[src/rtl/stream_pkg.sv]
// Shared definitions for the stream sink checker: word width, saturation
// limit and the sink FSM state encoding.
package stream_pkg;

    localparam int WORD_W = 16;

    // All-ones value at which the word and error counters stop.
    localparam logic [WORD_W-1:0] SAT_MAX = 16'hFFFF;

    typedef enum logic [2:0] {
        IDLE  = 3'd0,
        WAIT  = 3'd1,
        CHECK = 3'd2,
        GAP   = 3'd3,
        DONE  = 3'd4
    } sink_state_t;

endpackage

[src/rtl/stream_sat_counter.sv]
// 16-bit enable-increment counter that sticks at all-ones instead of
// wrapping. Cleared asynchronously while rst is low.
module stream_sat_counter
    import stream_pkg::*;
(
    input  logic              clk,
    input  logic              rst,
    input  logic              i_en,
    output logic [WORD_W-1:0] o_count
);

    logic [WORD_W-1:0] r_count;

    // Count enabled cycles, holding once the ceiling is reached.
    always_ff @(posedge clk or negedge rst) begin
        if (!rst) begin
            r_count <= '0;
        end else if (i_en && (r_count != SAT_MAX)) begin
            r_count <= r_count + 16'd1;
        end
    end

    assign o_count = r_count;

endmodule

[config.mk]
export PLATFORM = sky130hd
export DESIGN_NAME = stream_sat_counter
export DESIGN_NICKNAME = d
export VERILOG_FILES = /design/src/rtl/stream_pkg.sv /design/src/rtl/stream_sat_counter.sv
export SDC_FILE = /design/constraint.sdc
export NUM_CORES = 1
export LEC_CHECK = 0
export CAP_MARGIN = 10
export CORE_MARGIN = 10
export CORE_UTILIZATION = 55
export CTS_BUF_LIST = sky130_fd_sc_hd__clkbuf_4
export DETAILED_ROUTE_END_ITERATION = 10
export DONT_BUFFER_PORTS = 1
export MAX_ROUTING_LAYER = met4
export PLACE_DENSITY = 0.73
export RECOVER_POWER = 100
export SLEW_MARGIN = 10
export SYNTH_ARGS = -nofsm -noshare
export SYNTH_HDL_FRONTEND = slang
export SYNTH_SLANG_ARGS = --single-unit
[constraint.sdc]
create_clock -name clk -period 1.6 [get_ports clk]
set_clock_uncertainty 0.2 [all_clocks]
set_input_delay 0.48 -clock clk [delete_from_list [all_inputs] [get_ports clk]]
set_output_delay 0.48 -clock clk [all_outputs]
set_load 0.005 [all_outputs]
==> results of run 1 <==
==> worst min path at each step <==
stage | end | slack (ns) | startpoint | cells past startpoint
after global placement | o_count[10] | -0.02 | rst | 0
after floorplan | o_count[0] | -0.02 | rst | 0
after detailed placement | o_count[9] | -0.02 | rst | 0
final | o_count[1] | 0.23 | i_en | 2
after global routing | o_count[1] | 0.23 | i_en | 2
after CTS | o_count[1] | 0.22 | i_en | 2
==> stage by stage <==
step | power (uW) | hold slack [ns] | std cells | util (%)
CTS | 1230 | 0.2171 | 116 | 74.20
floorplan | 764.7 | -0.01559 | 72 | -
finish | 1295 | 0.2335 | 116 | 76.22
global route | 1368 | 0.2293 | 116 | 76.22
detailed placement | 981.1 | -0.01501 | 110 | 70.67
global placement | 967.9 | -0.01504 | 110 | 70.67
==> routing by layer <==
layer	wire, um	vias to the layer above	global-route usage, %
met3	162	4	4.506
met2	1026	24	20.51
met5	0	-	-
met4	39	0	6.731
li1	-	346	-
met1	915	354	15.50
==> worst register-to-register path, stage by stage, from the launching register on <==
cell	delay, ns
dfrtp_2	0.42
and4_4	0.26
nand3_4	0.09
o31ai_4	0.23
mux2_4	0.34
==> synthesized netlist by cell type, types with 2 or more instances <==
cell type	n
a21oi_1	3
a31oi_1	3
and3_1	2
dfrtp_1	16
nand2_1	4
nand3_1	5
nand4_1	8
nor2_1	2
nor4_4	2
o21a_1	5
xnor2_1	5
xor2_1	2
==> power by group <==
group	internal, uW	switching, uW	leakage, uW	total [uW]
registers	483	85.9	0.000206	569
logic	260	245	0.000278	506
clock network	90.7	130	0.0000154	220
total	834	461	0.000499	1290
==> what timing repair did <==
| action | in CTS | in global routing |
|---|---|---|
| pin swaps | 4 | 6 |
| setup buffers | 1 | 0 |
| cloned | 0 | 0 |
| endpoints found under the setup margin | 3 | 16 |
| hold endpoints to repair | 16 | 0 |
| gates resized for setup | 2 | 10 |
| hold buffers | 1 | 0 |
==> layout make-up <==
type	instances	area, um^2	area share [%]
tap	16	20.02	1.764
multi-input combinational	56	499.2	43.99
clock inverter	1	3.754	0.3308
sequential	16	405.4	35.72
clock buffer	3	22.52	1.985
timing repair buffer	24	183.9	16.21
==> cell families (layout without fill, tap and decap cells) <==
| logic type | after synthesis | count (layout) | share of synthesized area [%] |
|---|---|---|---|
| flops | 16 | 16 | 46.58 |
| buf+inv | 0 | 28 | 0 |
| xor+xnor | 7 | 7 | 7.133 |
| mux | 1 | 1 | 1.310 |
| fa+ha+maj | 1 | 1 | 1.455 |
| compound gates | 15 | 15 | 13.25 |
| simple gates | 32 | 32 | 30.28 |
==> results.py, run 1 <==
metrics = {
    "run_status": {
        "status": "finished with violations",
        "violations": "setup timing",
    },
    "logic_synthesis": {
        "synth_edf_count": 0,
        "postSynthAreaPerCell_um2": 11.94,
        "ys_ff_latch": 16,
        "synth_area_um2": 859.6,
        "netlist_top_cells_area": "dfrtp_1, nand4_1, xnor2_1, nor4_4, o21a_1",
        "netlist-cell-type-count": 27,
        "synthFlopType": "dfrtp_1",
        "async_reset_ff_share_pct": 100.0,
        "yosysTopAreaCell": "dfrtp_1",
        "yosysTopAreaCellShare_pct": 46.58,
        "synth_cells": 72,
        "syn_nets": 76,
        "ys_seq_area_share_pct": 46.58,
        "yosys_warnings": 0,
    },
    "routing": {
        "post-route-drc-count": 0,
        "routedWlPerCell_um": 18.48,
        "dr.first_iter.drc_count": 21,
        "viasPerCell": 6.276,
        "via_count": 728,
        "ant_nets": 0,
        "routed_wl_mm": 2.144,
        "firstDrtPassIters": 4,
    },
    "placed_design": {
        "dp.final_hpwl_mm": 1.613,
        "port_buffers": 0,
        "gp_congestion": 0.7541,
        "placed_area_um2": 1052,
        "pre_cts_ws_ns": -0.05250,
    },
    "hold_path": {
        "hold_path_class": "input pin to register",
    },
    "run": {
        "maxCapViolations": 0,
    },
    "floorplan": {
        "die_x_um": 59.54,
        "initial_utilization_pct": 57.73,
        "die_area_um2": 3544,
        "core_um2": 1489,
        "num_rows": 14,
        "die_y_um": 59.54,
        "ios": 19,
    },
    "clock_network": {
        "clk_latency_ns": 0.29,
        "clkSinkCount": 16,
        "tritoncts": "built",
        "cts_root_buf": "clkbuf_4",
        "numCtsBuffers": 3,
        "path_clk_slew_ns": 0.10,
        "h-tree-depth": 1,
        "clock_path_buffers": 2,
    },
    "critical_path": {
        "critPathLaunch": "o_count[8]",
        "r2r_start": "o_count[8]",
        "cp-end-kind": "register",
        "max_stage_delay_ns": 0.42,
        "rr_worst_depth": 4,
        "path_cells": "and4_4 > nand3_4 > o31ai_4 > mux2_4",
        "cp.arrival_ns": 1.63,
        "critical_path_required_ns": 1.57,
        "critPathBufInv": 0,
        "reg2reg_slack_ns": -0.05,
        "worst_setup_path_start_kind": "register",
        "cp_max_fo": 6,
        "path_delay_family": "flip-flops",
        "worstReg2RegEnd": "o_count[1]",
        "slowest_stage": "dfrtp_2",
        "crit_path_end": "o_count[1]",
        "criticalPathCategory": "register to register",
        "path_depth": 4,
    },
    "timing": {
        "setup_viol": 2,
        "relSlewSlack_pct": 50.89,
        "finalWorstSetupSlack_ns": -0.05368,
        "hold_viol_final": 0,
        "tightest_slew_ns": 0.7343,
        "fin_tns_setup_ns": -0.05989,
        "min_period_ns": 1.654,
        "max_freq_ghz": 0.6047,
        "fin_crit_sh_pct": 103.4,
        "maxSlewViolCount": 0,
        "rsz0062_at_grt": "true",
    },
    "final_layout": {
        "layout.nets": 105,
        "nFillCells": 104,
        "largest_reg_flops": 16,
        "layout_common_cells": "buf_4, dfrtp_1, nand4_1",
        "syn_to_final_growth_pct": 32.02,
        "final_common_cell": "buf_4",
        "n_antenna_cell": 0,
        "drive_gt1_share_pct": 47.00,
        "stdcell_area_um2": 1135,
    },
    "grt": {
        "grt_pass1_wl_mm": 3.539,
        "grt_max_degree": 17,
        "grt_pass1_vias": 718,
        "grt_overflow_total": 0,
        "antenna_found_initial": 0,
        "grtUsageTotal_pct": 13.51,
    },
    "power_and_ir_drop": {
        "peakVddDrop_mv": 0.9373,
        "p_per_area_nw_per_um2": 1141,
        "p_leak_uw": 0.0004994,
    },
}
(Power assumes the default switching activity.)
==> inputs of run 2 (changes only) <==
--- a/config.mk
+++ b/config.mk
@@ -14,6 +14,7 @@
 export MAX_ROUTING_LAYER = met4
 export PLACE_DENSITY = 0.73
 export RECOVER_POWER = 100
+export SETUP_SLACK_MARGIN = 0.1
 export SLEW_MARGIN = 10
 export SYNTH_ARGS = -nofsm -noshare
 export SYNTH_HDL_FRONTEND = slang
==> results.py, run 2 (synthesis gave the netlist of run 1 again) <==
metrics = {
    "routing": {
        "post-route-drc-count": 0,
        "viasPerCell": 6.438,
        "routed_wl_mm": 2.990,
        "via_count": 837,
        "routedWlPerCell_um": 23.00,
        "ant_nets": 0,
        "firstDrtPassIters": 4,
        "dr.first_iter.drc_count": 25,
    },
    "grt": {
        "grt_overflow_total": 0,
        "grtUsageTotal_pct": 14.98,
        "grt_max_degree": 17,
        "antenna_found_initial": 0,
        "grt_pass1_wl_mm": 4.050,
        "grt_pass1_vias": 776,
    },
    "final_layout": {
        "drive_gt1_share_pct": 57.02,
        "n_antenna_cell": 0,
        "largest_reg_flops": 16,
        "layout.nets": 119,
        "final_core_util_pct": 91.85,
        "final_common_cell": "buf_6",
        "layout_common_cells": "buf_6, buf_4, dfrtp_1",
        "syn_to_final_growth_pct": 59.10,
    },
    "critical_path": {
        "criticalPathCategory": "register to register",
        "r2r_start": "o_count[10]",
        "critical_path_required_ns": 1.58,
        "cp-end-kind": "register",
        "critPathLaunch": "o_count[10]",
        "worst_setup_path_start_kind": "register",
        "cp.arrival_ns": 1.67,
        "cp_max_fo": 4,
    },
    "floorplan": {
        "die_y_um": 59.54,
        "core_um2": 1489,
        "initial_utilization_pct": 57.73,
        "num_rows": 14,
        "ios": 19,
        "die_area_um2": 3544,
        "die_x_um": 59.54,
    },
    "placed_design": {
        "dp.final_hpwl_mm": 1.657,
        "port_buffers": 0,
        "pre_cts_ws_ns": -0.03313,
        "gp_congestion": 0.8217,
    },
    "timing": {
        "relSlewSlack_pct": 53.20,
        "finalWorstSetupSlack_ns": -0.08975,
        "hold_slack_ns": 0.2181,
        "fin_crit_sh_pct": 105.6,
        "tightest_slew_ns": 0.6997,
        "min_period_ns": 1.690,
        "hold_viol_final": 0,
        "setup_viol": 11,
        "rsz0062_at_grt": "true",
        "maxSlewViolCount": 0,
        "max_freq_ghz": 0.5918,
    },
    "power_and_ir_drop": {
        "combPwrFrac_pct": 44.7,
        "power_frac_seq_pct": 40.7,
        "p_per_area_nw_per_um2": 1095,
        "sw_frac_of_total_pct": 34.46,
        "p_leak_uw": 0.0006227,
        "intPower_uw": 981.6,
        "p_sw_uw": 516.1,
        "pwr-share-clk_pct": 14.6,
        "peakVddDrop_mv": 0.9602,
    },
    "clock_network": {
        "clk_latency_ns": 0.28,
        "numCtsBuffers": 3,
        "clock_path_buffers": 2,
        "clkSinkCount": 16,
        "cts_root_buf": "clkbuf_4",
        "h-tree-depth": 1,
        "tritoncts": "built",
        "path_clk_slew_ns": 0.10,
    },
    "run": {
        "maxCapViolations": 0,
    },
    "run_status": {
        "status": "finished with violations",
        "violations": "setup timing",
    },
    "hold_path": {
        "hold_start": "i_en",
        "hold_path_class": "input pin to register",
    },
}
run 2: changes by cell type in the layout (fill, tap and decap cells not counted), moves of 2 or more:
cell,previous run,this run
buf_6,3,20
nand3_1,4,2
buf_12,0,2
clkbuf_2,4,0
run 2: power groups by stage:
| stage | sequential, uW | clock [uW] | combinational, uW |
|---|---|---|---|
| 3_5_place_dp | 599 | 0 | 415 |
| 2_1_floorplan | 625 | 0 | 170 |
| 3_3_place_gp | 596 | 0 | 397 |
| 4_1_cts | 610 | 224 | 525 |
| 6_report | 609 | 218 | 670 |
| 5_1_grt | 617 | 231 | 707 |
run 2: timing repair:
action | CTS | global route
setup endpoints to repair | 27 | 31
hold endpoints to repair | 16 | 0
pin swaps | 10 | 12
resized for setup | 25 | 8
setup buffers | 7 | 5
hold buffers | 1 | 0
run 2: final cells by class:
cell class              instances  area (um^2)
clock buffers                   3        22.52
well taps                      16        20.02
multi-input cells              56        526.8
clock inverters                 1        3.754
flip-flops and latches         16        406.6
repair buffers                 38        387.9
fillers                        54        121.4
run 2: worst paths after layout:
kind	depth (start not counted)	slack (ns)	endpoint
max in group asynchronous	1	0.24	o_count[8]
worst max-delay path	4	-0.09	o_count[1]
min in group asynchronous	1	0.47	o_count[3]
worst min-delay path	2	0.22	o_count[1]
worst max register to register	4	-0.09	o_count[1]
worst min register to register	2	0.43	o_count[4]
run 2: metal layers:
layer | global-route usage (%) | vias to the layer above | wire, um
met5 | - | - | 0
met2 | 23.92 | 39 | 1558
li1 | - | 373 | -
met1 | 18.17 | 413 | 1148
met4 | 3.526 | 0 | 84
met3 | 4.292 | 12 | 199
run 2: worst max-delay path, cell delays in order (launching register included):
cell and delay, ns:
dfrtp_1 0.45, and4_4 0.29, nand3_4 0.10, o31ai_4 0.23, mux2_4 0.32
run 2: stage by stage:
stage,power [uW],area [um^2],cells,setup TNS (ns)
2_1_floorplan,795.4,879.6,72,-0.04735
3_3_place_gp,992.1,1087,113,-0.002797
3_5_place_dp,1014,1087,113,-0.06292
4_1_cts,1359,1279,125,-0.1499
5_1_grt,1554,1368,130,-1.303
6_report,1498,1368,130,-0.5877
==> inputs of run 3 (changes only) <==
--- a/config.mk
+++ b/config.mk
@@ -5,14 +5,15 @@
 export SDC_FILE = /design/constraint.sdc
 export NUM_CORES = 1
 export LEC_CHECK = 0
+export ABC_CLOCK_PERIOD_IN_PS = 1600
 export CAP_MARGIN = 10
 export CORE_MARGIN = 10
-export CORE_UTILIZATION = 55
+export CORE_UTILIZATION = 50
 export CTS_BUF_LIST = sky130_fd_sc_hd__clkbuf_4
 export DETAILED_ROUTE_END_ITERATION = 10
 export DONT_BUFFER_PORTS = 1
 export MAX_ROUTING_LAYER = met4
-export PLACE_DENSITY = 0.73
+export PLACE_DENSITY = 0.68
 export RECOVER_POWER = 100
 export SETUP_SLACK_MARGIN = 0.1
 export SLEW_MARGIN = 10
==> results.py, run 3 (synthesis gave the netlist of run 1 again) <==
metrics = {
    "run_status": {
        "status": "finished with violations",
        "violations": "setup timing",
    },
    "final_layout": {
        "final_common_cell": "buf_4",
        "n_antenna_cell": 0,
        "final_core_util_pct": 76.81,
        "layout.nets": 108,
        "stdcell_area_um2": 1197,
        "layout_common_cells": "buf_4, dfrtp_1, buf_6",
        "drive_gt1_share_pct": 48.04,
        "syn_to_final_growth_pct": 39.30,
        "largest_reg_flops": 16,
    },
    "routing": {
        "viasPerCell": 6.449,
        "dr.first_iter.drc_count": 22,
        "ant_nets": 0,
        "post-route-drc-count": 0,
        "via_count": 761,
        "routed_wl_mm": 2.308,
        "routedWlPerCell_um": 19.56,
        "firstDrtPassIters": 4,
    },
    "power_and_ir_drop": {
        "power_frac_seq_pct": 45.0,
        "combPwrFrac_pct": 39.1,
        "pwr-share-clk_pct": 15.9,
        "peakVddDrop_mv": 0.7877,
        "sw_frac_of_total_pct": 34.19,
        "p_leak_uw": 0.0005212,
        "intPower_uw": 873.4,
        "p_sw_uw": 453.7,
        "p_per_area_nw_per_um2": 1108,
    },
    "timing": {
        "hold_viol_final": 0,
        "max_freq_ghz": 0.5933,
        "fin_crit_sh_pct": 105.3,
        "min_period_ns": 1.686,
        "setup_viol": 6,
        "hold_slack_ns": 0.08608,
        "relSlewSlack_pct": 41.32,
        "tightest_slew_ns": 0.8802,
        "rsz0062_at_grt": "true",
        "finalWorstSetupSlack_ns": -0.08553,
        "maxSlewViolCount": 0,
    },
    "critical_path": {
        "path_depth": 5,
        "cp_max_fo": 4,
        "worst_setup_path_start_kind": "register",
        "criticalPathCategory": "register to register",
        "rr_worst_depth": 5,
        "slowest_stage": "dfrtp_1",
        "critPathBufInv": 0,
        "path_cells": "ha_4 > nand2_1 > nor3_2 > nand4_1 > xnor2_1",
        "cp-end-kind": "register",
        "worstReg2RegEnd": "o_count[10]",
        "max_stage_delay_ns": 0.44,
        "path_delay_family": "simple AND/OR/NAND/NOR gates",
        "critical_path_required_ns": 1.60,
        "reg2reg_slack_ns": -0.09,
        "cp.arrival_ns": 1.68,
        "r2r_start": "o_count[1]",
    },
    "run": {
        "maxCapViolations": 0,
    },
    "grt": {
        "antenna_found_initial": 0,
        "grtUsageMet1_pct": 14.76,
        "met3_usage_pct": 5.144,
        "grt_overflow_total": 0,
        "grt_busiest_layer": "met2",
        "grtUsageTotal_pct": 12.61,
        "grt_pass1_wl_mm": 3.463,
        "met2_usage_pct": 18.79,
        "grt_pass1_vias": 746,
        "grt_max_degree": 17,
    },
    "placed_design": {
        "dp.final_hpwl_mm": 1.608,
        "placed_area_um2": 1057,
        "gp_congestion": 0.7863,
        "pre_cts_ws_ns": -0.01573,
        "port_buffers": 0,
    },
    "clock_network": {
        "clk_latency_ns": 0.28,
        "clock_path_buffers": 2,
        "path_clk_slew_ns": 0.09,
        "cts_root_buf": "clkbuf_4",
        "h-tree-depth": 1,
        "tritoncts": "built",
        "numCtsBuffers": 3,
        "clkSinkCount": 16,
    },
    "floorplan": {
        "die_x_um": 61.46,
        "core_um2": 1559,
        "num_rows": 14,
        "die_area_um2": 3777,
        "initial_utilization_pct": 55.14,
        "ios": 19,
        "die_y_um": 61.46,
    },
    "hold_path": {
        "hold_path_class": "input pin to asynchronous set/reset pin",
    },
}
run 3: layout make-up:
| cell class | instances | area (um^2) |
|---|---|---|
| clock buffer | 3 | 22.52 |
| fill | 106 | 361.6 |
| multi-input combinational | 56 | 509.2 |
| sequential | 16 | 405.4 |
| tap | 16 | 20.02 |
| timing repair buffer | 27 | 240.2 |
run 3: power by group through the flow:
stage          Clock [uW]  Combinational, uW  Sequential, uW
2_1_floorplan           0                170             625
5_1_grt               242                557             610
3_3_place_gp            0                407             595
6_report              211                519             598
4_1_cts               214                504             597
3_5_place_dp            0                415             601
run 3: metal layers:
metal  routed length (um)  part of all wire [%]
met1                  915                    40
met2                 1132                    49
met3                  224                   9.7
met4                   36                   1.6
met5                    0                     0
run 3: per-stage QoR:
step                       TNS [ns]  std cells  total power [uW]
after detailed placement   -0.01573        109              1016
final                       -0.1803        118              1327
after floorplan            -0.04735         72             795.4
after global placement    -0.004185        109              1002
after global routing        -0.7883        118              1410
after CTS                 -0.005031        115              1315
run 3: worst max path at each step:
stage / startpoint / endpoint / slack [ns]
floorplan: o_count[13] / o_count[1] / -0.05
global placement: i_en / o_count[15] / -0.004
detailed placement: i_en / o_count[15] / -0.02
CTS: o_count[9] / o_count[1] / -0.003
global route: o_count[1] / o_count[10] / -0.19
finish: o_count[1] / o_count[10] / -0.09
run 3: repair_timing:
action                                  4_1_cts  5_1_grt
hold buffers                                  1        0
pin swaps                                     3       10
endpoints found under the setup margin       26       35
endpoints found under the hold margin        16        0
buffers inserted                              2        3
gates resized for setup                      11       11
run 3: worst reg2reg max path: stages (launching register included):
cell and delay (ns):
dfrtp_1 0.44, ha_4 0.19, nand2_1 0.15, nor3_2 0.27
nand4_1 0.15, xnor2_1 0.19
